## src/rtl/fifo_param_if.sv

```systemverilog
// Handshake/data bundle between a lane FIFO and its writer/reader.
// The master modport is the driving side; the slave modport is the FIFO.
interface fifo_param_if #(
   parameter int DATA_WIDTH = 6,
   parameter int ADDR_WIDTH = 2
);
   logic                  wr_enable;
   logic                  rd_enable;
   logic [DATA_WIDTH-1:0] data_in;
   logic [ADDR_WIDTH:0]   umbral_full;
   logic [ADDR_WIDTH:0]   umbral_empty;
   logic [DATA_WIDTH-1:0] data_out;
   logic                  valid_out;
   logic                  full;
   logic                  empty;
   logic                  almost_full;
   logic                  almost_empty;
   logic                  error;
   logic [ADDR_WIDTH:0]   fill_level;

   modport master (
      output wr_enable, rd_enable, data_in, umbral_full, umbral_empty,
      input  data_out, valid_out, full, empty, almost_full, almost_empty, error, fill_level
   );
   modport slave (
      input  wr_enable, rd_enable, data_in, umbral_full, umbral_empty,
      output data_out, valid_out, full, empty, almost_full, almost_empty, error, fill_level
   );
endinterface

```

## src/rtl/fifo_param.sv

```systemverilog
// Parametrised synchronous lane FIFO with sticky overflow/underflow error and threshold flags.
// Define FIFO_FWFT_EN for first-word-fall-through output; default is a registered 1-cycle read.
module fifo_param #(
   parameter int DATA_WIDTH = 6,
   parameter int ADDR_WIDTH = 2
) (
   input  logic         clk_i,
   input  logic         reset_i,
   input  logic         init_i,
   fifo_param_if.slave  fifo_s
);
   localparam int DEPTH = 2 ** ADDR_WIDTH;
   localparam logic [ADDR_WIDTH-1:0] PTR_ONE   = {{(ADDR_WIDTH-1){1'b0}}, 1'b1};
   localparam logic [ADDR_WIDTH:0]   CNT_ONE   = {{ADDR_WIDTH{1'b0}}, 1'b1};
   localparam logic [ADDR_WIDTH:0]   CNT_DEPTH = (ADDR_WIDTH+1)'(DEPTH);

   logic [DATA_WIDTH-1:0] mem_q [DEPTH];
   logic [ADDR_WIDTH-1:0] wr_ptr_q, wr_ptr_d, rd_ptr_q, rd_ptr_d;
   logic [ADDR_WIDTH:0]   count_q, count_d;
   logic                  error_q, error_d;
   logic                  clr, full, empty, rd_acc, wr_acc;

   assign clr    = reset_i | ~init_i;
   assign full   = (count_q == CNT_DEPTH);
   assign empty  = (count_q == '0);
   assign rd_acc = fifo_s.rd_enable & ~empty;
   // At full a same-cycle accepted read frees the slot for the write.
   assign wr_acc = fifo_s.wr_enable & (~full | rd_acc);

   always_comb begin
      wr_ptr_d = wr_acc ? wr_ptr_q + PTR_ONE : wr_ptr_q;
      rd_ptr_d = rd_acc ? rd_ptr_q + PTR_ONE : rd_ptr_q;
      count_d  = count_q;
      case ({wr_acc, rd_acc})
         2'b10:   count_d = count_q + CNT_ONE;
         2'b01:   count_d = count_q - CNT_ONE;
         default: count_d = count_q;
      endcase
      error_d = error_q
              | (fifo_s.wr_enable & full & ~rd_acc)
              | (fifo_s.rd_enable & empty);
   end

   always_ff @(posedge clk_i) begin
      if (clr) begin
         wr_ptr_q <= '0;
         rd_ptr_q <= '0;
         count_q  <= '0;
         error_q  <= 1'b0;
      end else begin
         wr_ptr_q <= wr_ptr_d;
         rd_ptr_q <= rd_ptr_d;
         count_q  <= count_d;
         error_q  <= error_d;
      end
   end

   // Storage is deliberately not cleared; the pointers define what is live.
   always_ff @(posedge clk_i) begin
      if (!clr && wr_acc) mem_q[wr_ptr_q] <= fifo_s.data_in;
   end

`ifdef FIFO_FWFT_EN
   assign fifo_s.data_out  = empty ? '0 : mem_q[rd_ptr_q];
   assign fifo_s.valid_out = ~empty;
`else
   logic [DATA_WIDTH-1:0] dout_q, dout_d;
   logic                  vld_q, vld_d;

   always_comb begin
      dout_d = rd_acc ? mem_q[rd_ptr_q] : '0;
      vld_d  = rd_acc;
   end

   always_ff @(posedge clk_i) begin
      if (clr) begin
         dout_q <= '0;
         vld_q  <= 1'b0;
      end else begin
         dout_q <= dout_d;
         vld_q  <= vld_d;
      end
   end

   assign fifo_s.data_out  = dout_q;
   assign fifo_s.valid_out = vld_q;
`endif

   assign fifo_s.full         = full;
   assign fifo_s.empty        = empty;
   assign fifo_s.fill_level   = count_q;
   assign fifo_s.error        = error_q;
   assign fifo_s.almost_full  = (fifo_s.umbral_full == '0) | (count_q >= fifo_s.umbral_full);
   assign fifo_s.almost_empty = (fifo_s.umbral_empty >= CNT_DEPTH) | (count_q <= fifo_s.umbral_empty);
endmodule

```

## src/flat_wrapper.sv

```systemverilog
// flat-port wrapper written by rule: the top's interface ports become plain ports
module fifo_param_flat 
#(
   parameter int DATA_WIDTH = 6,
   parameter int ADDR_WIDTH = 2
)
  (clk_i, reset_i, init_i, fifo_s_wr_enable, fifo_s_rd_enable, fifo_s_data_in, fifo_s_umbral_full, fifo_s_umbral_empty, fifo_s_data_out, fifo_s_valid_out, fifo_s_full, fifo_s_empty, fifo_s_almost_full, fifo_s_almost_empty, fifo_s_error, fifo_s_fill_level);
  fifo_param_if #(.DATA_WIDTH(DATA_WIDTH), .ADDR_WIDTH(ADDR_WIDTH)) fifo_s_i ();
  input  logic clk_i;
  input  logic reset_i;
  input  logic init_i;
  input wire logic [$bits(fifo_s_i.wr_enable)-1:0] fifo_s_wr_enable;
  input wire logic [$bits(fifo_s_i.rd_enable)-1:0] fifo_s_rd_enable;
  input wire logic [$bits(fifo_s_i.data_in)-1:0] fifo_s_data_in;
  input wire logic [$bits(fifo_s_i.umbral_full)-1:0] fifo_s_umbral_full;
  input wire logic [$bits(fifo_s_i.umbral_empty)-1:0] fifo_s_umbral_empty;
  output wire logic [$bits(fifo_s_i.data_out)-1:0] fifo_s_data_out;
  output wire logic [$bits(fifo_s_i.valid_out)-1:0] fifo_s_valid_out;
  output wire logic [$bits(fifo_s_i.full)-1:0] fifo_s_full;
  output wire logic [$bits(fifo_s_i.empty)-1:0] fifo_s_empty;
  output wire logic [$bits(fifo_s_i.almost_full)-1:0] fifo_s_almost_full;
  output wire logic [$bits(fifo_s_i.almost_empty)-1:0] fifo_s_almost_empty;
  output wire logic [$bits(fifo_s_i.error)-1:0] fifo_s_error;
  output wire logic [$bits(fifo_s_i.fill_level)-1:0] fifo_s_fill_level;
  assign fifo_s_i.wr_enable = fifo_s_wr_enable;
  assign fifo_s_i.rd_enable = fifo_s_rd_enable;
  assign fifo_s_i.data_in = fifo_s_data_in;
  assign fifo_s_i.umbral_full = fifo_s_umbral_full;
  assign fifo_s_i.umbral_empty = fifo_s_umbral_empty;
  assign fifo_s_data_out = fifo_s_i.data_out;
  assign fifo_s_valid_out = fifo_s_i.valid_out;
  assign fifo_s_full = fifo_s_i.full;
  assign fifo_s_empty = fifo_s_i.empty;
  assign fifo_s_almost_full = fifo_s_i.almost_full;
  assign fifo_s_almost_empty = fifo_s_i.almost_empty;
  assign fifo_s_error = fifo_s_i.error;
  assign fifo_s_fill_level = fifo_s_i.fill_level;
  fifo_param #(.DATA_WIDTH(DATA_WIDTH), .ADDR_WIDTH(ADDR_WIDTH)) u_core (.clk_i(clk_i), .reset_i(reset_i), .init_i(init_i), .fifo_s(fifo_s_i));
endmodule
```

## config.mk

```make
export PLATFORM = sky130hd
export DESIGN_NAME = fifo_param_flat
export DESIGN_NICKNAME = d
export VERILOG_FILES = /design/src/rtl/fifo_param_if.sv /design/src/rtl/fifo_param.sv /design/src/flat_wrapper.sv
export SDC_FILE = /design/constraint.sdc
export NUM_CORES = 1
export LEC_CHECK = 0
export BUFFER_PORTS_ARGS = -buffer_cell sky130_fd_sc_hd__buf_2
export CAP_MARGIN = 30
export CORE_UTILIZATION = 54
export DETAILED_ROUTE_END_ITERATION = 12
export PLACE_DENSITY = 0.78
export SYNTH_ARGS = -nofsm -noshare
export SYNTH_HDL_FRONTEND = slang
export SYNTH_SLANG_ARGS = --single-unit
```

## constraint.sdc

```tcl
create_clock -name clk_i -period 2.9 [get_ports clk_i]
set_input_delay 0.435 -clock clk_i [delete_from_list [all_inputs] [get_ports clk_i]]
set_output_delay 0.435 -clock clk_i [all_outputs]
set_load 0.01 [all_outputs]
```

==> summary.txt, run 1 <==
Power and ir drop
  – Switching power: 0.2304 mW
  – Combinational share of power: 0.087
  – Total Power: 0.9546 mW
  – Reg power frac: 0.633
  – Switching fraction of total power: 0.2413
  – Internal power: slightly above 0.7 mW
  – Clk pwr share: 0.280
  – Maximum vdd ir drop: roughly 0.00026 V
  – Leak Pwr: 0.8360 nW
  – PD cells: 485.6 nW/um^2

Global route
  – Gr usage total: 0.2074
  – Initial antenna violation count: 0
  – Largest net degree at the start of global routing: 14
  – Grt total ovfl: 0
  – Vias in the first global route: 1078
  – Global-route wire length before repair: 4.919 mm

Logic synthesis
  – Yosys reg bits: 39
  – Cell count after synthesis: 127
  – Mapped Nets: approximately 160
  – Cell taking the most area after synthesis: edfxtp_1
  – Post-synth top area share: 0.4129
  – Top post-synthesis cells by area: edfxtp_1, dfxtp_1, ha_1
  – Cell variety after synth: 35
  – Cell area after synthesis: ~1700 um^2
  – Seq/Total Area, Yosys: 0.5849
  – YS warnings: 0
  – Avg Inst Size Synth: approximately 14 um^2

Clock network
  – Clk slew on worst S/H paths: 0.12 ns
  – Clock sink count: 39
  – Hold buffers post-CTS: 0
  – Post-CTS Repair Setup Buffers: 0
  – CTS Root Cell: clkbuf_4
  – Num CTS Buffers: 5
  – TritonCTS clock tree: built
  – H-tree depth: 2
  – Skew-Pair Late Insertion Delay: 0.36 ns
  – Resized cells post-CTS: 0
  – Clk buf depth: 2

Final layout
  – Share of cells above drive strength 1: 0.3145
  – Final #Nets: 187
  – Commonest non-fill, non-tap cell in the layout: buf_2
  – Area Overhead vs Synth: 12.62%
  – Post-route insts no fill: between 200 and 250
  – Fill count: 255
  – Most frequent cells in the layout: buf_2, edfxtp_1, dfxtp_1
  – Final core occ: 0.6439
  – Diodes inserted: 0

Min path
  – Hold Crit Start: fifo_s_data_in[4]
  – Worst Hold Class: in -> reg

Floorplanning
  – Initial Utilization: 0.5717
  – Chip Height: approximately 59 um
  – Core region area: between 3000 and 4000 um^2
  – Die Width: just under 60 um
  – Die area: 3464 um^2
  – IO Pins: 32
  – FP Rows: 20

Timing
  – Max Clock Freq: 391.8 MHz
  – Headroom to the max-slew limit: 0.6386
  – Worst-margin pin slew: between 0.5 and 0.6 ns
  – Count of final setup violators: 0
  – Final WS setup: 0.3480 ns
  – Period Utilization, post-route: 0.8800
  – Clk_skew: 0.02059 ns
  – Fin crit period: 2.552 ns
  – Setup_tns: 0 ns
  – Fin. Hold Viols: 0
  – RSZ-0062 raised after global routing: no
  – Max-slew violation count: 0

Worst setup path
  – R2R Path Start: u_core.fifo_s.fill_level[2]
  – Setup Crit Path Kind: reg -> out
  – Critical path origin: u_core.fifo_s.fill_level[0]
  – Setup crit end kind: output pin
  – Critical Path RT: 2.47 ns
  – CP Max Fanout: 9
  – Type of origin of the critical path: flop
  – Crit path DAT: 2.12 ns

Job
  – Max_cap viols: 0

Detailed routing
  – Drt first pass iters: 4
  – Iter 0 DRT Violations: 35
  – Vias: 1089
  – DRC Markers: 0
  – Routed length per instance: 15.18 um
  – Detailed Route WL: roughly 3.1 mm
  – Post-DRT Antenna Nets: 0
  – Via/cell ratio: about 5.4

Placement
  – Pre-CTS setup slack: 0.5011 ns
  – HPWL after DPL: between 2 and 2.5 mm
  – Routability cong.: 0.7019
  – Port Buffer Count: 31
  – Placed cells: 195

Outcome
  – Outcome: finished clean
[per-layer routing]
metal	vias up	GRT usage	wire, um
met1	531	0.2344	1284
met2	27	0.3409	1600
li1	524	-	-
met4	0	0.1088	61
met5	-	0	0
met3	7	0.07912	137
[sequential cells by signal, indices dropped and copies added, names as in the netlist]
name and count:
u_core.mem_q 24, u_core.fifo_s.data_out 6, u_core.fifo_s.fill_level 3, u_core.rd_ptr_q 2, u_core.wr_ptr_q 2, u_core.fifo_s.error 1, u_core.fifo_s.valid_out 1
[final timing paths]
kind / slack, ns / depth (start not counted) / endpoint
max: 0.35 / 6 / fifo_s_almost_full
min reg2reg: 0.48 / 2 / u_core.fifo_s.error
min: 0.29 / 1 / u_core.mem_q[3][4]
max reg2reg: 0.49 / 9 / u_core.fifo_s.fill_level[2]
[stage by stage]
step | area (um^2) | hold WS (ns)
after floorplan | 1745 | 0.4771
after global placement | 1913 | 0.4450
after detailed placement | 1913 | 0.4441
after CTS | 1966 | 0.2799
after global routing | 1966 | 0.2794
final | 1966 | 0.2896
[area by class of cell]
class,count,area [um^2],area share
flip-flops and latches,39,1021,0.5194
clock buffers,5,37.54,0.01910
well taps,44,55.05,0.02801
inverters,12,45.04,0.02292
clock inverters,3,15.01,0.007638
repair buffers,32,162.7,0.08275
multi-input cells,68,629.4,0.3202
[logic make-up after synthesis]
| kind of cell | Yosys count | synth area share |
|---|---|---|
| adders and majority gates | 12 | 0.09032 |
| buffers and inverters | 20 | 0.05447 |
| muxes | 7 | 0.08315 |
| and+or+nand+nor | 31 | 0.1104 |
| AOI/OAI and AO/OA | 14 | 0.05663 |
| DFF | 39 | 0.5849 |
| xor gates and xnor gates | 4 | 0.02008 |
[power groups by stage]
| stage | Sequential, mW | Clock [mW] | Combinational (mW) |
|---|---|---|---|
| after floorplan | 0.614 | 0 | 0.0539 |
| after global placement | 0.616 | 0 | 0.0780 |
| after detailed placement | 0.617 | 0 | 0.0833 |
| after CTS | 0.604 | 0.272 | 0.0839 |
| after global routing | 0.606 | 0.296 | 0.0935 |
| final | 0.604 | 0.267 | 0.0832 |
[synthesized netlist by cell type]
| library cell | n |
|---|---|
| fa_1 | 1 |
| nor3_1 | 2 |
| nand2_1 | 2 |
| xnor2_1 | 1 |
| edfxtp_1 | 24 |
| clkbuf_1 | 2 |
| nor4b_2 | 1 |
| a31oi_1 | 1 |
| nand3_1 | 1 |
| nand4_2 | 1 |
| o21ai_0 | 2 |
| o311ai_1 | 1 |
| mux2i_1 | 1 |
| a21o_1 | 1 |
| nand2b_1 | 2 |
| xor2_1 | 3 |
| a211o_1 | 1 |
| a21oi_1 | 3 |
| inv_1 | 12 |
| o21ai_1 | 1 |
| clkbuf_2 | 1 |
| buf_2 | 3 |
| or4b_4 | 1 |
| nor2_1 | 6 |
| ha_1 | 11 |
| or3_1 | 1 |
| and3_1 | 11 |
| o31a_1 | 1 |
| o41ai_1 | 1 |
| o31ai_2 | 1 |
| dfxtp_1 | 15 |
| o21a_1 | 1 |
| nor2b_1 | 3 |
| buf_6 | 2 |
| mux4_2 | 6 |
[critical path, cell delays in order, from the launching register on]
cell and delay (ns):
dfxtp_1 0.51, inv_1 0.19, ha_1 0.32, nand2b_1 0.15
a21o_1 0.18, a211o_1 0.28, buf_2 0.14
(Power assumes the default switching activity.)
==> run 2, diff against run 1 <==
Settings changed: ABC_AREA from default to 1.
==> run 2 against run 1 <==
Net effect: sequential power increased by 0.7%; clock-buffer cell count increased by 1; non-clock buffer count decreased by 1; clock power decreased by 2%; synthesized cell count increased by 43%; core utilization increased by 0.70 points; design area increased by 2.7%; global-route usage increased by 0.23 points; critical endpoint unchanged.
==> summary.txt, run 2 <==
Placement
  – HPWL after DPL: 2.285 mm
  – Routability cong.: 0.7088
  – Pre-CTS setup slack: 0.9582 ns
  – Cell Area, Placed: between 1500 and 2000 um^2
  – Port Buffer Count: 31

Timing
  – Setup_tns: 0 ns
  – Period Utilization, post-route: 0.7643
  – Worst-margin pin slew: 0.6438 ns
  – Count of final setup violators: 0
  – RSZ-0062 raised after global routing: no
  – Fin. Hold Viols: 0
  – Max Clock Freq: 451.2 MHz
  – Final WS setup: a little under 0.7 ns
  – Clk_skew: between 0.015 and 0.02 ns
  – Max-slew violation count: 0
  – Fin crit period: 2.217 ns
  – Headroom to the max-slew limit: 0.5692
  – Fin Hold WS: ~0.3 ns

Global route
  – Initial antenna violation count: 0
  – Global-route wire length before repair: 5.154 mm
  – Gr usage total: 0.2097
  – Largest net degree at the start of global routing: 17
  – Vias in the first global route: 1230
  – Grt total ovfl: 0

Logic synthesis
  – Post-synth EDFFs: 24
  – Cell area after synthesis: 1794 um^2
  – Seq/Total Area, Yosys: 0.5690
  – Asr flop ratio synth: 0
  – Commonest cells in the netlist: nor2_1, inv_1, edfxtp_1
  – Post-synth top area share: 0.4017
  – Cell taking the most area after synthesis: edfxtp_1
  – Mapped Nets: 211
  – Top post-synthesis cells by area: edfxtp_1, dfxtp_1, nor2_1
  – Most common cell in the netlist: nor2_1
  – YS warnings: 0
  – Yosys reg bits: 39
  – Avg Inst Size Synth: 9.858 um^2
  – Cell variety after synth: 19
  – Prevailing post-synth register cell: edfxtp_1
  – Cell count after synthesis: between 150 and 200

Min path
  – Worst Hold Class: in -> reg

Clock network
  – TritonCTS clock tree: built
  – Clk buf depth: 2
  – Post-CTS Repair Setup Buffers: 0
  – CTS Root Cell: clkbuf_4
  – Hold buffers post-CTS: 0
  – Clock sink count: 39
  – Clk slew on worst S/H paths: 0.12 ns
  – H-tree depth: 2
  – Num CTS Buffers: 5
  – Resized cells post-CTS: 0
  – Skew-Pair Late Insertion Delay: 0.34 ns

Outcome
  – Outcome: finished clean

Final layout
  – Commonest non-fill, non-tap cell in the layout: nor2_1
  – Most frequent cells in the layout: nor2_1, buf_2, inv_1
  – Final core occ: 0.6508
  – Largest register FFs: 24
  – Area Overhead vs Synth: 12.55%
  – Diodes inserted: 0
  – Design Area, Final: approximately 2000 um^2
  – Largest Register: u_core.mem_q
  – Final #Nets: 245
  – Share of cells above drive strength 1: 0.2120

Floorplanning
  – Die area: 3557 um^2
  – Die Width: 59.64 um
  – IO Pins: 32
  – Initial Utilization: 0.5782
  – Core region area: 3103 um^2
  – FP Rows: 20
  – Chip Height: just under 60 um

Detailed routing
  – Iter 0 DRT Violations: 58
  – Routed length per instance: 12.04 um
  – Vias: 1281
  – Via/cell ratio: 4.908
  – DRC Markers: 0
  – Drt first pass iters: 5
  – Detailed Route WL: 3.142 mm
  – Post-DRT Antenna Nets: 0

Worst setup path
  – Slowest CP cell: dfxtp_1
  – CP Max Fanout: 6
  – Crit path DAT: 1.78 ns
  – Critical Path RT: around 2.5 ns
  – Setup crit end kind: output pin
  – CP cell instances: inv_1 > ha_1 > inv_1 > a21boi_0 > o21ai_0 > nand2_1 > buf_2
  – CP dominant cell by count: inv_1
  – Type of origin of the critical path: flop
  – Setup Crit Path Kind: reg -> out
  – Largest stage delay, worst path: about 0.48 ns

Power and ir drop
  – Leak Pwr: between 0.8 and 0.9 nW
  – Combinational share of power: 0.102
  – Clk pwr share: 0.270
  – Switching fraction of total power: 0.2458
  – Switching power: 0.2380 mW
  – PD cells: ~480 nW/um^2
  – Reg power frac: 0.628
  – Maximum vdd ir drop: ~0.00034 V
  – Internal power: between 0.7 and 0.8 mW

Job
  – Max_cap viols: 0
[run 2: changes by cell type in the layout (fill, tap and decap cells not counted), moves of 6 or more]
cell | previous run | this run
nor2_1 | 6 | 38
and3_1 | 11 | 0
inv_1 | 12 | 26
o21ai_0 | 2 | 16
nand3_1 | 1 | 8
nand2_1 | 2 | 16
a21oi_1 | 3 | 13
mux4_2 | 6 | 0
[run 2: area by class of cell]
type	count	area [um^2]
flip-flops and latches	39	1021
clock buffers	6	41.29
fillers	256	1084
clock inverters	2	12.51
well taps	44	55.05
multi-input cells	111	629.4
repair buffers	31	155.1
inverters	28	105.1
[run 2: routing by layer]
layer | GRT usage | vias to the layer above | part of all wire
li1 | - | 660 | -
met1 | 0.2192 | 569 | 0.41
met2 | 0.3651 | 44 | 0.51
met3 | 0.06987 | 8 | 0.053
met4 | 0.1196 | 0 | 0.023
met5 | 0 | - | 0
[run 2: cells by family (layout without fill, tap and decap cells)]
logic type / Yosys count / count (layout) / synth area share
AO/OA/AOI/OAI: 30 / 30 / 0.08508
flip-flops: 39 / 39 / 0.5690
buffers and inverters: 32 / 67 / 0.08019
AND/OR/NAND/NOR: 69 / 69 / 0.1778
adder cells (fa/ha/maj): 12 / 12 / 0.08787
[run 2: power groups by stage]
stage	combinational [mW]	sequential (mW)	clock, mW
after CTS	0.0990	0.608	0.271
after global placement	0.0926	0.620	0
after detailed placement	0.0986	0.621	0
after global routing	0.114	0.610	0.290
after floorplan	0.0628	0.619	0
final	0.0987	0.608	0.262
[run 2: final timing paths]
| path | start | to | slack (ns) | cells past startpoint |
|---|---|---|---|---|
| max | u_core.fifo_s.fill_level[0] | fifo_s_almost_full | 0.68 | 7 |
| min | fifo_s_data_in[4] | u_core.mem_q[1][4] | 0.30 | 1 |
| max reg2reg | u_core.fifo_s.fill_level[2] | u_core.fifo_s.fill_level[2] | 0.94 | 12 |
| min reg2reg | u_core.mem_q[3][0] | u_core.fifo_s.data_out[0] | 0.52 | 2 |
[run 2: worst max-delay path: cells and delay by family, from the launching register on]
family          cells  cell delay (ns)
compound gates      2             0.24
fa+ha+maj           1             0.31
buf+inv             3             0.34
flops               1             0.48
simple gates        1             0.06
[run 2: stage by stage]
step	cells	power (mW)
CTS	261	0.9787
global route	261	1.014
global placement	253	0.7126
floorplan	182	0.6823
detailed placement	253	0.7195
finish	261	0.9683
==> run 3, diff against run 2 <==
Settings changed: ABC_AREA 1 to 0.
Clock period 2.9 ns to 2.16 ns, I/O delays scaled along.
==> run 3 against run 2 <==
Net effect: combinational power increased by 32%; critical path type unchanged; core utilization rose by 2.5 points; highest routed layer unchanged; sequential cell count unchanged; largest power group unchanged.
==> summary.txt, run 3 (synthesis gave the netlist of run 1 again) <==
Clock network
  – Clock sink count: 39
  – H-tree depth: 2
  – CTS Root Cell: clkbuf_4
  – TritonCTS clock tree: built
  – Clk slew on worst S/H paths: 0.12 ns
  – Skew-Pair Late Insertion Delay: 0.35 ns
  – Num CTS Buffers: 5
  – Hold buffers post-CTS: 0
  – Clk buf depth: 2

Timing
  – Final WS setup: between 0.05 and 0.06 ns
  – Period Utilization, post-route: 0.9736
  – Max Clock Freq: roughly 480 MHz
  – Max-slew violation count: 0
  – Worst-margin pin slew: 0.5166 ns
  – Fin. Hold Viols: 0
  – Clk_skew: approximately 0.020 ns
  – Fin crit period: approximately 2.1 ns
  – Setup_tns: 0 ns
  – Count of final setup violators: 0
  – Headroom to the max-slew limit: 0.6551

Floorplanning
  – Die Width: 58.86 um
  – Initial Utilization: 0.5717
  – FP Rows: 20
  – Core region area: 3053 um^2
  – Chip Height: 58.86 um
  – IO Pins: 32
  – Die area: 3464 um^2

Global route
  – Gr usage total: 0.1939
  – Initial antenna violation count: 0
  – Largest net degree at the start of global routing: 14
  – Global-route wire length before repair: around 4.7 mm
  – Vias in the first global route: ~1000
  – Grt total ovfl: 0

Detailed routing
  – Detailed Route WL: slightly below 3 mm
  – Routed length per instance: 14.00 um
  – DRC Markers: 0
  – Post-DRT Antenna Nets: 0
  – Iter 0 DRT Violations: 52
  – Via/cell ratio: approximately 5.3
  – Vias: 1134
  – Drt first pass iters: 4

Outcome
  – Outcome: finished clean

Final layout
  – Post-route insts no fill: around 210
  – Diodes inserted: 0
  – Final core occ: 0.6762
  – Area Overhead vs Synth: 18.28%
  – Final #Nets: 196
  – Most frequent cells in the layout: buf_2, edfxtp_1, dfxtp_1
  – Commonest non-fill, non-tap cell in the layout: buf_2
  – Largest register FFs: 24
  – Largest Register: u_core.mem_q
  – Share of cells above drive strength 1: 0.3810

Power and ir drop
  – Switching fraction of total power: 0.2370
  – Internal power: 0.9919 mW
  – Leak Pwr: roughly 0.9 nW
  – PD cells: between 600 and 700 nW/um^2
  – Reg power frac: 0.623
  – Maximum vdd ir drop: 0.0004508 V
  – Clk pwr share: 0.278
  – Switching power: 0.3081 mW
  – Combinational share of power: 0.100

Placement
  – Routability cong.: roughly 0.78
  – Port Buffer Count: 31
  – HPWL after DPL: 2.127 mm
  – Placed cells: 200
  – Pre-CTS setup slack: 0.0001130 ns

Job
  – Max_cap viols: 0

Worst setup path
  – Slowest CP cell: dfxtp_4
  – Setup crit end kind: output pin
  – Largest stage delay, worst path: around 0.4 ns
  – R2R Setup Slk: roughly 0.070 ns
  – Setup Crit Path Kind: reg -> out
  – Type of origin of the critical path: flop
  – CP Max Fanout: 4
  – CP cell instances: inv_4 > ha_1 > nand2b_4 > a21o_1 > a211o_1 > buf_2
  – Critical Path RT: 1.84 ns
  – Crit path DAT: 1.78 ns

Min path
  – Worst Hold Class: in -> reg
run 3: path summary, 6_finish.rpt:
| check | from | end | cells after the start |
|---|---|---|---|
| max reg2reg | u_core.fifo_s.fill_level[0] | u_core.fifo_s.fill_level[2] | 9 |
| max | u_core.fifo_s.fill_level[0] | fifo_s_almost_full | 6 |
| min reg2reg | u_core.fifo_s.error | u_core.fifo_s.error | 2 |
| min | fifo_s_data_in[4] | u_core.mem_q[3][4] | 1 |
run 3: metrics by stage:
stage / total power, mW / area, um^2 / hold WS, ns
2_1_floorplan: 0.8976 / 1759 / 0.4229
3_3_place_gp: 0.9392 / 1962 / 0.4407
3_5_place_dp: 0.9455 / 1962 / 0.4293
4_1_cts: 1.305 / 2029 / 0.1694
5_1_grt: 1.355 / 2064 / 0.1730
6_report: 1.300 / 2064 / 0.1876
run 3: cell type report:
class / instances / area (um^2)
Sequential cell: 39 / 1026
Fill cell: 238 / 988.4
Multi-Input combinational cell: 68 / 650.6
Timing Repair Buffer: 41 / 230.2
Tap cell: 44 / 55.05
Inverter: 12 / 47.55
Clock buffer: 6 / 41.29
Clock inverter: 2 / 13.76
run 3: critical path, delay by kind of cell (launching register included):
family / cells / cell delay (ns)
AO/OA/AOI/OAI: 2 / 0.45
buffers and inverters: 2 / 0.19
adder cells (fa/ha/maj): 1 / 0.28
flip-flops: 1 / 0.40
AND/OR/NAND/NOR: 1 / 0.13
run 3: timing repair:
item                       in CTS  in global routing
gates cloned                    0                  0
setup endpoints to repair       3                  2
pin swaps                       0                  3
buffers inserted                1                  3
gates resized for setup         4                  3
run 3: routing by layer:
layer  wire [um]  global-route usage  share of wire  up-vias
met4          51             0.08844          0.017        0
met5           0                   0              0        -
met2        1557              0.3328           0.52       33
met3         144             0.05275          0.049        6
li1            -                   -              -      539
met1        1213              0.2263           0.41      556
run 3: power by group through the flow:
stage,registers (mW),logic [mW],clock network [mW]
after floorplan,0.824,0.0738,0
after CTS,0.809,0.122,0.374
after detailed placement,0.827,0.118,0
after global placement,0.826,0.113,0
final,0.810,0.130,0.361
after global routing,0.811,0.144,0.400
